## src/rtl/esfa_host_sequencer_if.sv

```systemverilog
// Host request/response channel plus the ESFA array command/result bus.
// master = host + array side, slave = the sequencer.
interface esfa_host_sequencer_if;
    logic       req_valid;
    logic       req_ready;
    logic [1:0] req_op;
    logic [7:0] req_index;
    logic [7:0] req_value;
    logic       rsp_valid;
    logic       rsp_ready;
    logic [1:0] rsp_op;
    logic       rsp_found;
    logic [7:0] rsp_value;
    logic       rsp_err;
    logic       init_done;
    logic [7:0] new_index;
    logic [7:0] new_value;
    logic [7:0] metadata;
    logic       isMetadata;
    logic [7:0] selector;
    logic       resultBool;
    logic [7:0] resultValue;

    modport master (
        output req_valid, req_op, req_index, req_value, rsp_ready, resultBool, resultValue,
        input  req_ready, rsp_valid, rsp_op, rsp_found, rsp_value, rsp_err, init_done,
               new_index, new_value, metadata, isMetadata, selector
    );

    modport slave (
        input  req_valid, req_op, req_index, req_value, rsp_ready, resultBool, resultValue,
        output req_ready, rsp_valid, rsp_op, rsp_found, rsp_value, rsp_err, init_done,
               new_index, new_value, metadata, isMetadata, selector
    );
endinterface

```

## src/rtl/esfa_host_sequencer.sv

```systemverilog
// Single-outstanding host request sequencer that drives the ESFA array command
// bus and returns query results sampled a fixed latency after launch.
module esfa_host_sequencer #(
    parameter logic [7:0] SEL_IDLE   = 8'h00,
    parameter logic [7:0] SEL_WRITE  = 8'h01,
    parameter logic [7:0] SEL_QUERY  = 8'h02,
    parameter int         RESULT_LAT = 2,
    parameter int         CELLS      = 8
) (
    input logic                  clk,
    input logic                  reset_n,
    esfa_host_sequencer_if.slave bus
);
    typedef enum logic [1:0] {INIT, IDLE, HOLD, RESP} state_t;

    localparam logic [1:0] OP_WRITE = 2'd0;
    localparam logic [1:0] OP_META  = 2'd1;
    localparam logic [1:0] OP_QUERY = 2'd2;
    localparam logic [1:0] OP_NOP   = 2'd3;
    localparam logic [3:0] LAT      = 4'(RESULT_LAT);

    state_t     state;
    logic [1:0] init_cnt;
    logic [3:0] wait_cnt;
    logic [1:0] op_q;
    logic       err_q;

    logic       req_ready;
    logic       rsp_valid;
    logic [1:0] rsp_op;
    logic       rsp_found;
    logic [7:0] rsp_value;
    logic       rsp_err;
    logic       init_done;
    logic [7:0] new_index;
    logic [7:0] new_value;
    logic [7:0] metadata;
    logic       is_meta;
    logic [7:0] selector;

    logic idx_bad;
    assign idx_bad = 32'(bus.req_index) >= CELLS;

    assign bus.req_ready  = req_ready;
    assign bus.rsp_valid  = rsp_valid;
    assign bus.rsp_op     = rsp_op;
    assign bus.rsp_found  = rsp_found;
    assign bus.rsp_value  = rsp_value;
    assign bus.rsp_err    = rsp_err;
    assign bus.init_done  = init_done;
    assign bus.new_index  = new_index;
    assign bus.new_value  = new_value;
    assign bus.metadata   = metadata;
    assign bus.isMetadata = is_meta;
    assign bus.selector   = selector;

    always_ff @(posedge clk or negedge reset_n) begin
        if (!reset_n) begin
            state     <= INIT;
            init_cnt  <= '0;
            wait_cnt  <= '0;
            op_q      <= '0;
            err_q     <= 1'b0;
            req_ready <= 1'b0;
            rsp_valid <= 1'b0;
            rsp_op    <= '0;
            rsp_found <= 1'b0;
            rsp_value <= '0;
            rsp_err   <= 1'b0;
            init_done <= 1'b0;
            new_index <= '0;
            new_value <= '0;
            metadata  <= '0;
            is_meta   <= 1'b0;
            selector  <= SEL_IDLE;
        end else begin
            case (state)
                INIT: begin
                    // Array must show two consecutive all-zero results after its startup clear.
                    if (!bus.resultBool && bus.resultValue == 8'h00) begin
                        init_cnt <= init_cnt + 2'd1;
                        if (init_cnt == 2'd1) begin
                            state     <= IDLE;
                            init_done <= 1'b1;
                            req_ready <= 1'b1;
                        end
                    end else begin
                        init_cnt <= '0;
                    end
                end

                IDLE: begin
                    if (bus.req_valid) begin
                        req_ready <= 1'b0;
                        op_q      <= bus.req_op;
                        err_q     <= (bus.req_op != OP_NOP) && idx_bad;
                        state     <= RESP;
                        if (bus.req_op != OP_NOP && !idx_bad) begin
                            new_index <= bus.req_index;
                            case (bus.req_op)
                                OP_WRITE: begin
                                    selector  <= SEL_WRITE;
                                    new_value <= bus.req_value;
                                end
                                OP_META: begin
                                    selector <= SEL_WRITE;
                                    metadata <= bus.req_value;
                                    is_meta  <= 1'b1;
                                end
                                default: begin
                                    selector <= SEL_QUERY;
                                    wait_cnt <= LAT;
                                    state    <= HOLD;
                                end
                            endcase
                        end
                    end
                end

                HOLD: begin
                    if (wait_cnt == 4'd1) begin
                        rsp_found <= bus.resultBool;
                        rsp_value <= bus.resultValue;
                        rsp_op    <= op_q;
                        rsp_valid <= 1'b1;
                        selector  <= SEL_IDLE;
                        new_index <= '0;
                        state     <= RESP;
                    end
                    wait_cnt <= wait_cnt - 4'd1;
                end

                RESP: begin
                    // Non-query ops arrive here with rsp_valid low: one command cycle, then respond.
                    if (!rsp_valid) begin
                        selector  <= SEL_IDLE;
                        new_index <= '0;
                        new_value <= '0;
                        metadata  <= '0;
                        is_meta   <= 1'b0;
                        rsp_valid <= 1'b1;
                        rsp_op    <= op_q;
                        rsp_err   <= err_q;
                    end else if (bus.rsp_ready) begin
                        rsp_valid <= 1'b0;
                        rsp_op    <= '0;
                        rsp_found <= 1'b0;
                        rsp_value <= '0;
                        rsp_err   <= 1'b0;
                        req_ready <= 1'b1;
                        state     <= IDLE;
                    end
                end

                default: state <= INIT;
            endcase
        end
    end
endmodule

```

## src/flat_wrapper.sv

```systemverilog
// flat-port wrapper written by rule: the top's interface ports become plain ports
module esfa_host_sequencer_flat 
#(
    parameter logic [7:0] SEL_IDLE   = 8'h00,
    parameter logic [7:0] SEL_WRITE  = 8'h01,
    parameter logic [7:0] SEL_QUERY  = 8'h02,
    parameter int         RESULT_LAT = 2,
    parameter int         CELLS      = 8
)
  (clk, reset_n, bus_req_valid, bus_req_op, bus_req_index, bus_req_value, bus_rsp_ready, bus_resultBool, bus_resultValue, bus_req_ready, bus_rsp_valid, bus_rsp_op, bus_rsp_found, bus_rsp_value, bus_rsp_err, bus_init_done, bus_new_index, bus_new_value, bus_metadata, bus_isMetadata, bus_selector);
  esfa_host_sequencer_if bus_i ();
  input logic clk;
  input logic reset_n;
  input wire logic [$bits(bus_i.req_valid)-1:0] bus_req_valid;
  input wire logic [$bits(bus_i.req_op)-1:0] bus_req_op;
  input wire logic [$bits(bus_i.req_index)-1:0] bus_req_index;
  input wire logic [$bits(bus_i.req_value)-1:0] bus_req_value;
  input wire logic [$bits(bus_i.rsp_ready)-1:0] bus_rsp_ready;
  input wire logic [$bits(bus_i.resultBool)-1:0] bus_resultBool;
  input wire logic [$bits(bus_i.resultValue)-1:0] bus_resultValue;
  output wire logic [$bits(bus_i.req_ready)-1:0] bus_req_ready;
  output wire logic [$bits(bus_i.rsp_valid)-1:0] bus_rsp_valid;
  output wire logic [$bits(bus_i.rsp_op)-1:0] bus_rsp_op;
  output wire logic [$bits(bus_i.rsp_found)-1:0] bus_rsp_found;
  output wire logic [$bits(bus_i.rsp_value)-1:0] bus_rsp_value;
  output wire logic [$bits(bus_i.rsp_err)-1:0] bus_rsp_err;
  output wire logic [$bits(bus_i.init_done)-1:0] bus_init_done;
  output wire logic [$bits(bus_i.new_index)-1:0] bus_new_index;
  output wire logic [$bits(bus_i.new_value)-1:0] bus_new_value;
  output wire logic [$bits(bus_i.metadata)-1:0] bus_metadata;
  output wire logic [$bits(bus_i.isMetadata)-1:0] bus_isMetadata;
  output wire logic [$bits(bus_i.selector)-1:0] bus_selector;
  assign bus_i.req_valid = bus_req_valid;
  assign bus_i.req_op = bus_req_op;
  assign bus_i.req_index = bus_req_index;
  assign bus_i.req_value = bus_req_value;
  assign bus_i.rsp_ready = bus_rsp_ready;
  assign bus_i.resultBool = bus_resultBool;
  assign bus_i.resultValue = bus_resultValue;
  assign bus_req_ready = bus_i.req_ready;
  assign bus_rsp_valid = bus_i.rsp_valid;
  assign bus_rsp_op = bus_i.rsp_op;
  assign bus_rsp_found = bus_i.rsp_found;
  assign bus_rsp_value = bus_i.rsp_value;
  assign bus_rsp_err = bus_i.rsp_err;
  assign bus_init_done = bus_i.init_done;
  assign bus_new_index = bus_i.new_index;
  assign bus_new_value = bus_i.new_value;
  assign bus_metadata = bus_i.metadata;
  assign bus_isMetadata = bus_i.isMetadata;
  assign bus_selector = bus_i.selector;
  esfa_host_sequencer #(.SEL_IDLE(SEL_IDLE), .SEL_WRITE(SEL_WRITE), .SEL_QUERY(SEL_QUERY), .RESULT_LAT(RESULT_LAT), .CELLS(CELLS)) u_core (.clk(clk), .reset_n(reset_n), .bus(bus_i));
endmodule
```

## config.mk

```make
export PLATFORM = sky130hd
export DESIGN_NAME = esfa_host_sequencer_flat
export DESIGN_NICKNAME = d
export VERILOG_FILES = /design/src/rtl/esfa_host_sequencer_if.sv /design/src/rtl/esfa_host_sequencer.sv /design/src/flat_wrapper.sv
export SDC_FILE = /design/constraint.sdc
export NUM_CORES = 1
export LEC_CHECK = 0
export ABC_AREA = 1
export CAP_MARGIN = 20
export CORE_MARGIN = 3
export CORE_UTILIZATION = 50
export DETAILED_ROUTE_END_ITERATION = 6
export GPL_TIMING_DRIVEN = 0
export PLACE_DENSITY = 0.85
export SLEW_MARGIN = 20
export SYNTH_ARGS = -nofsm -noshare
export SYNTH_HDL_FRONTEND = slang
export SYNTH_SLANG_ARGS = --single-unit
export TNS_END_PERCENT = 10
```

## constraint.sdc

```tcl
create_clock -name clk -period 4.9 [get_ports clk]
set_input_delay 0.98 -clock clk [delete_from_list [all_inputs] [get_ports clk]]
set_output_delay 0.98 -clock clk [all_outputs]
set_load 0.02 [all_outputs]
```

[Word-level counts from Yosys, hierarchy flattened]
Cells that the tools add are included.
Word-level totals
  register bits after elaboration: 59
  bits of input ports: 31
Cells by class
  add/sub/neg operators: 2
  mux-type cells: 59
  order comparisons: 1
  reductions and logical operators: 26
  equal/unequal tests: 20
Operator list (count)
  $mux W8: 15
  $pmux W8 S2: 3
  $pmux W8 S3: 2
  $mux W2: 12
  $mux W1: 17
  $reduce_and A5 Y1: 3
  $ne A2 B1 Y1 const B: 7
  $mux W4: 3
  $ne A2 B2 Y1 const B: 6
  $reduce_and A6 Y1: 2
  $ge A8 B4 Y1 const B: 1
  $logic_not A8 Y1: 1
  $pmux W2 S4: 1
  $pmux W4 S2: 1
  $reduce_and A4 Y1: 2
  $eq A2 B1 Y1 const B: 3
  $pmux W1 S2: 3
  $reduce_and A2 Y1: 3
  $reduce_and A3 Y1: 2
  $reduce_bool A2 Y1: 3
  $reduce_bool A3 Y1: 2
  $eq A2 B2 Y1 const B: 2
  $eq A4 B1 Y1 const B: 1
  $logic_not A2 Y1: 2
  other kinds (8): 11

[Longest topological paths before layout]
  depth after elaboration: 6
  mapped depth: 11
  depth with buffers taken out: 9

[Worst setup path after synthesis]
OpenSTA, ideal clock, no wires.
  kind: input to register
  from: in bus_req_index[5]
  to: reg u_core.new_value[1] (netlist: u_core.bus.new_value[1])
  slack: 3.022 ns
  stages: 7
  setup time: 0.118 ns
  arrival: 1.761 ns
  path through: nor2_1 nand4_1 nand2_1 nand3_2 buf_6 nand2_1 o21ai_2
Between the ends
  longest elaborated chain between the ends: 5
Ends and longest elaborated chain
  start, declared: line flat_wrapper.sv:16  | input wire logic [$bits(bus_i.req_index)-1:0] bus_req_index;
  $ge A8 B4 Y1: line esfa_host_sequencer.sv:42  | assign idx_bad = 32'(bus.req_index) >= CELLS;
  $logic_not A1 Y1: line esfa_host_sequencer.sv:98  | if (bus.req_op != OP_NOP && !idx_bad) begin
  $logic_and A1 B1 Y1: line esfa_host_sequencer.sv:98
  $ne A2 B1 Y1 (no source line)
  $reduce_and A5 Y1 (no source line)
  end signal, assigned: line esfa_host_sequencer.sv:103  | new_value <= bus.req_value;
  end, declared: line esfa_host_sequencer.sv:36  | logic [7:0] new_value;
Every way passes these cells.
A chain may end at the register's enable or synchronous reset.

[Worst setup path after layout]
  from: reg u_core.rsp_valid (netlist: u_core.bus.rsp_valid)
  to: out bus_rsp_valid
RTL lines
  start, declared: line esfa_host_sequencer.sv:29  | logic rsp_valid;
  start signal, assigned: line esfa_host_sequencer.sv:65  | rsp_valid <= 1'b0;
  start signal, assigned: line esfa_host_sequencer.sv:125  | rsp_valid <= 1'b1;
  start signal, assigned: line esfa_host_sequencer.sv:141  | rsp_valid <= 1'b1;
  end, declared: line flat_wrapper.sv:22  | output wire logic [$bits(bus_i.rsp_valid)-1:0] bus_rsp_valid;
No word-level cell between the ends.

==> flow_summary.json <==
{
  "status": "finished, final reports clean",
  "synthToLayoutAreaGrowth_pct": 35.30,
  "grt_antenna_before_repair": 0,
  "peakVddDrop_v": 0.0001417,
  "tritoncts.num_buffers": 5,
  "fin_skew_ps": 11.88,
  "cts_max_path_buffers": 2,
  "drt-total-wl_mm": 6.012,
  "crit_fanout": 4,
  "grt_pass1_vias": 2242,
  "post-place-ws_ps": 2367,
  "cp-end-kind": "output pin",
  "firstDrtPassIters": 4,
  "crit_buf_inv": 1,
  "fin_area_um2": 3477,
  "drt_iter0_drc": 160,
  "yosys-top-cells-count": "nand2_1 (96), dfrtp_1 (53), o21ai_0 (29)",
  "tns_ps": 0,
  "startpoint": "u_core.bus.rsp_valid$_DFFE_PN0P_",
  "num_rows": 25,
  "synth.distinct_cells": 31,
  "post_cts_resized": 0,
  "vias_per_cell": 4.935,
  "synth_area_leaders": "dfrtp_1 (52%), nand2_1 (14%), o21ai_0 (5.6%)",
  "finalCritPeriodShare_pct": 47.28,
  "placed_cell_area_um2": 3391,
  "r2r_start": "u_core.state[0]$_DFFE_PN0P_",
  "ios": 79,
  "routed-via-count": 2206,
  "grt_pass1_wl_mm": 10.32,
  "start_util_pct": 53.01,
  "critPathLaunchType": "flop",
  "grtUsageTotal_pct": 21.27,
  "place.gp.congestion": 0.8056,
  "drt.antenna.violating_nets": 0,
  "ys.warnings.count": 0,
  "avgSynthCellArea_um2": 8.712,
  "insertion_delay_ps": 300,
  "slowest_stage": "clkdlybuf4s50_1",
  "grt_max_degree": 54,
  "dieWidth_um": 77.70,
  "synth_seq_cells": 53,
  "hold_class": "reg2reg",
  "cts_hold_buf": 0,
  "cp.arrival_ps": 1340,
  "post_cts_buffers": 0,
  "setup.worst_path.class": "reg2out",
  "ys_seq_area_share_pct": 51.61,
  "ys.flop_type": "dfrtp_1",
  "layout-drive-gt1-share_pct": 13.42,
  "clk_pin_slew_worst_paths_ps": 90,
  "clockRootBuffer": "clkbuf_8",
  "core-area_um2": 4848,
  "synth_edf_count": 0,
  "synth_area_um2": 2570,
  "dp.cells": 439,
  "die_h_um": 77.70,
  "utilization_pct": 71.72,
  "min_from": "u_core.bus.init_done$_DFFE_PN0P_",
  "tritoncts": "yes",
  "fmax_mhz": 431.6,
  "postLayoutSetupSlackWorst_ps": 2583,
  "htreeDepth": 2,
  "routedWlPerCell_um": 13.45,
  "synth_top_area_share_pct": 51.61,
  "die_area_um2": 6037,
  "post-route-min-period_ps": 2317,
  "synthArstFlopShare_pct": 100.0,
  "slew_viol_final": 0,
  "powerDensity_nw_per_um2": 211.7,
  "port_buffers": 72,
  "setup_viol": 0,
  "cts_sinks": 53,
  "gr-total-overflow": 0,
  "drc_errors": 0,
  "p_leak_uw": 0.001662,
  "worst_pin_slew_ps": 655.8,
  "fin_nets": 417,
  "cpLargestDelayFamily": "buffers and inverters",
  "cap_violations": 0,
  "synth_cells": 295,
  "num-fill-cells": 398,
  "required_ps": 3920,
  "slew_headroom_pct": 56.28,
  "stdcell_count": 447,
  "rsz0062_at_grt": "false",
  "final-hold-violation-count": 0,
  "hpwl_mm": 4.420,
  "yosysMostFrequentCell": "nand2_1",
  "yosysTopAreaCell": "dfrtp_1",
  "n_antenna_cell": 0,
  "critPathMaxStageDelay_ps": 620,
  "path_cells": "clkdlybuf4s50_1"
}
flip-flops by register name, summed over array words and instances (netlist names):
| signal | cells |
|---|---|
| u_core.bus.new_value | 8 |
| u_core.bus.rsp_valid | 1 |
| u_core.bus.new_index | 8 |
| u_core.bus.req_ready | 1 |
| u_core.bus.init_done | 1 |
| u_core.bus.rsp_found | 1 |
| u_core.bus.metadata | 8 |
| u_core.init_cnt | 2 |
| u_core.bus.rsp_op | 2 |
| u_core.err_q | 1 |
| u_core.op_q | 2 |
| u_core.bus.isMetadata | 1 |
| u_core.bus.rsp_err | 1 |
| u_core.state | 2 |
| u_core.wait_cnt | 4 |
| u_core.bus.rsp_value | 8 |
| u_core.bus.selector | 2 |
kinds of logic after synthesis:
kind of cell / after synthesis / share of synthesized area, %
simple gates: 141 / 22.79
other cells: 1 / 0.1459
fa+ha+maj: 7 / 3.408
buf+inv: 36 / 7.497
mux: 1 / 0.4381
xor+xnor: 3 / 1.023
flops: 53 / 51.61
compound gates: 53 / 13.10
per-layer routing:
| metal | GRT usage (%) | vias to the layer above | part of all wire, % |
|---|---|---|---|
| li1 | - | 1102 | - |
| met1 | 27.35 | 1059 | 44 |
| met2 | 36.73 | 37 | 52 |
| met3 | 3.828 | 8 | 2.6 |
| met4 | 5.872 | 0 | 1.1 |
| met5 | 0 | - | 0 |
worst paths after layout:
kind | to | depth (start not counted) | slack, ps
worst min register to register | u_core.bus.init_done$_DFFE_PN0P_ | 1 | 490
min in group asynchronous | u_core.bus.rsp_value[6]$_DFFE_PN0P_ | 1 | 690
worst max-delay path | bus_rsp_valid | 1 | 2580
worst min-delay path | u_core.bus.init_done$_DFFE_PN0P_ | 1 | 490
worst max register to register | u_core.bus.new_index[5]$_DFFE_PN0P_ | 9 | 3050
max in group asynchronous | u_core.wait_cnt[0]$_DFFE_PN0P_ | 1 | 3760
power breakdown:
part / internal (uW) / total [uW] / leakage, uW / switching, uW
combinational: 29.2 / 57.3 / 0.000898 / 28.1
sequential: 438 / 438 / 0.000720 / 0.539
clock: 99.0 / 240 / 0.0000439 / 142
total: 566 / 736 / 0.00166 / 170
stage by stage:
step,total power (uW),hold WS (ps)
2_1_floorplan,466.5,449.8
3_3_place_gp,504.2,459.9
3_5_place_dp,504.6,468.4
4_1_cts,739.7,489.1
5_1_grt,764.2,517.5
6_report,736.1,488.3
cell usage in the layout (no fill, tap or decap), types with 2 or more instances in the layout:
cell             count
buf_6                4
xnor2_1              2
nor2_1              21
dfrtp_1             53
o21ai_2             16
buf_4                7
conb_1               6
clkbuf_8             5
nand2_1             96
clkinv_2             2
nor3_1               2
o21ai_0             29
a21oi_1              3
buf_2                3
nand3_1             11
nand2_2              4
ha_1                 7
clkdlybuf4s50_1     71
inv_1               20
nand4_1              3
layout make-up:
class | count | area, um^2 | share of cell area, %
Sequential cell | 53 | 1326 | 38.14
Timing Repair Buffer | 72 | 718.2 | 20.65
Inverter | 22 | 82.58 | 2.375
Clock buffer | 5 | 68.82 | 1.979
Multi-Input combinational cell | 211 | 1070 | 30.77
Clock inverter | 3 | 17.52 | 0.5038
Buffer | 14 | 110.1 | 3.167
Tap cell | 67 | 83.83 | 2.411
No activity file was read; power rests on OpenSTA's default activity.
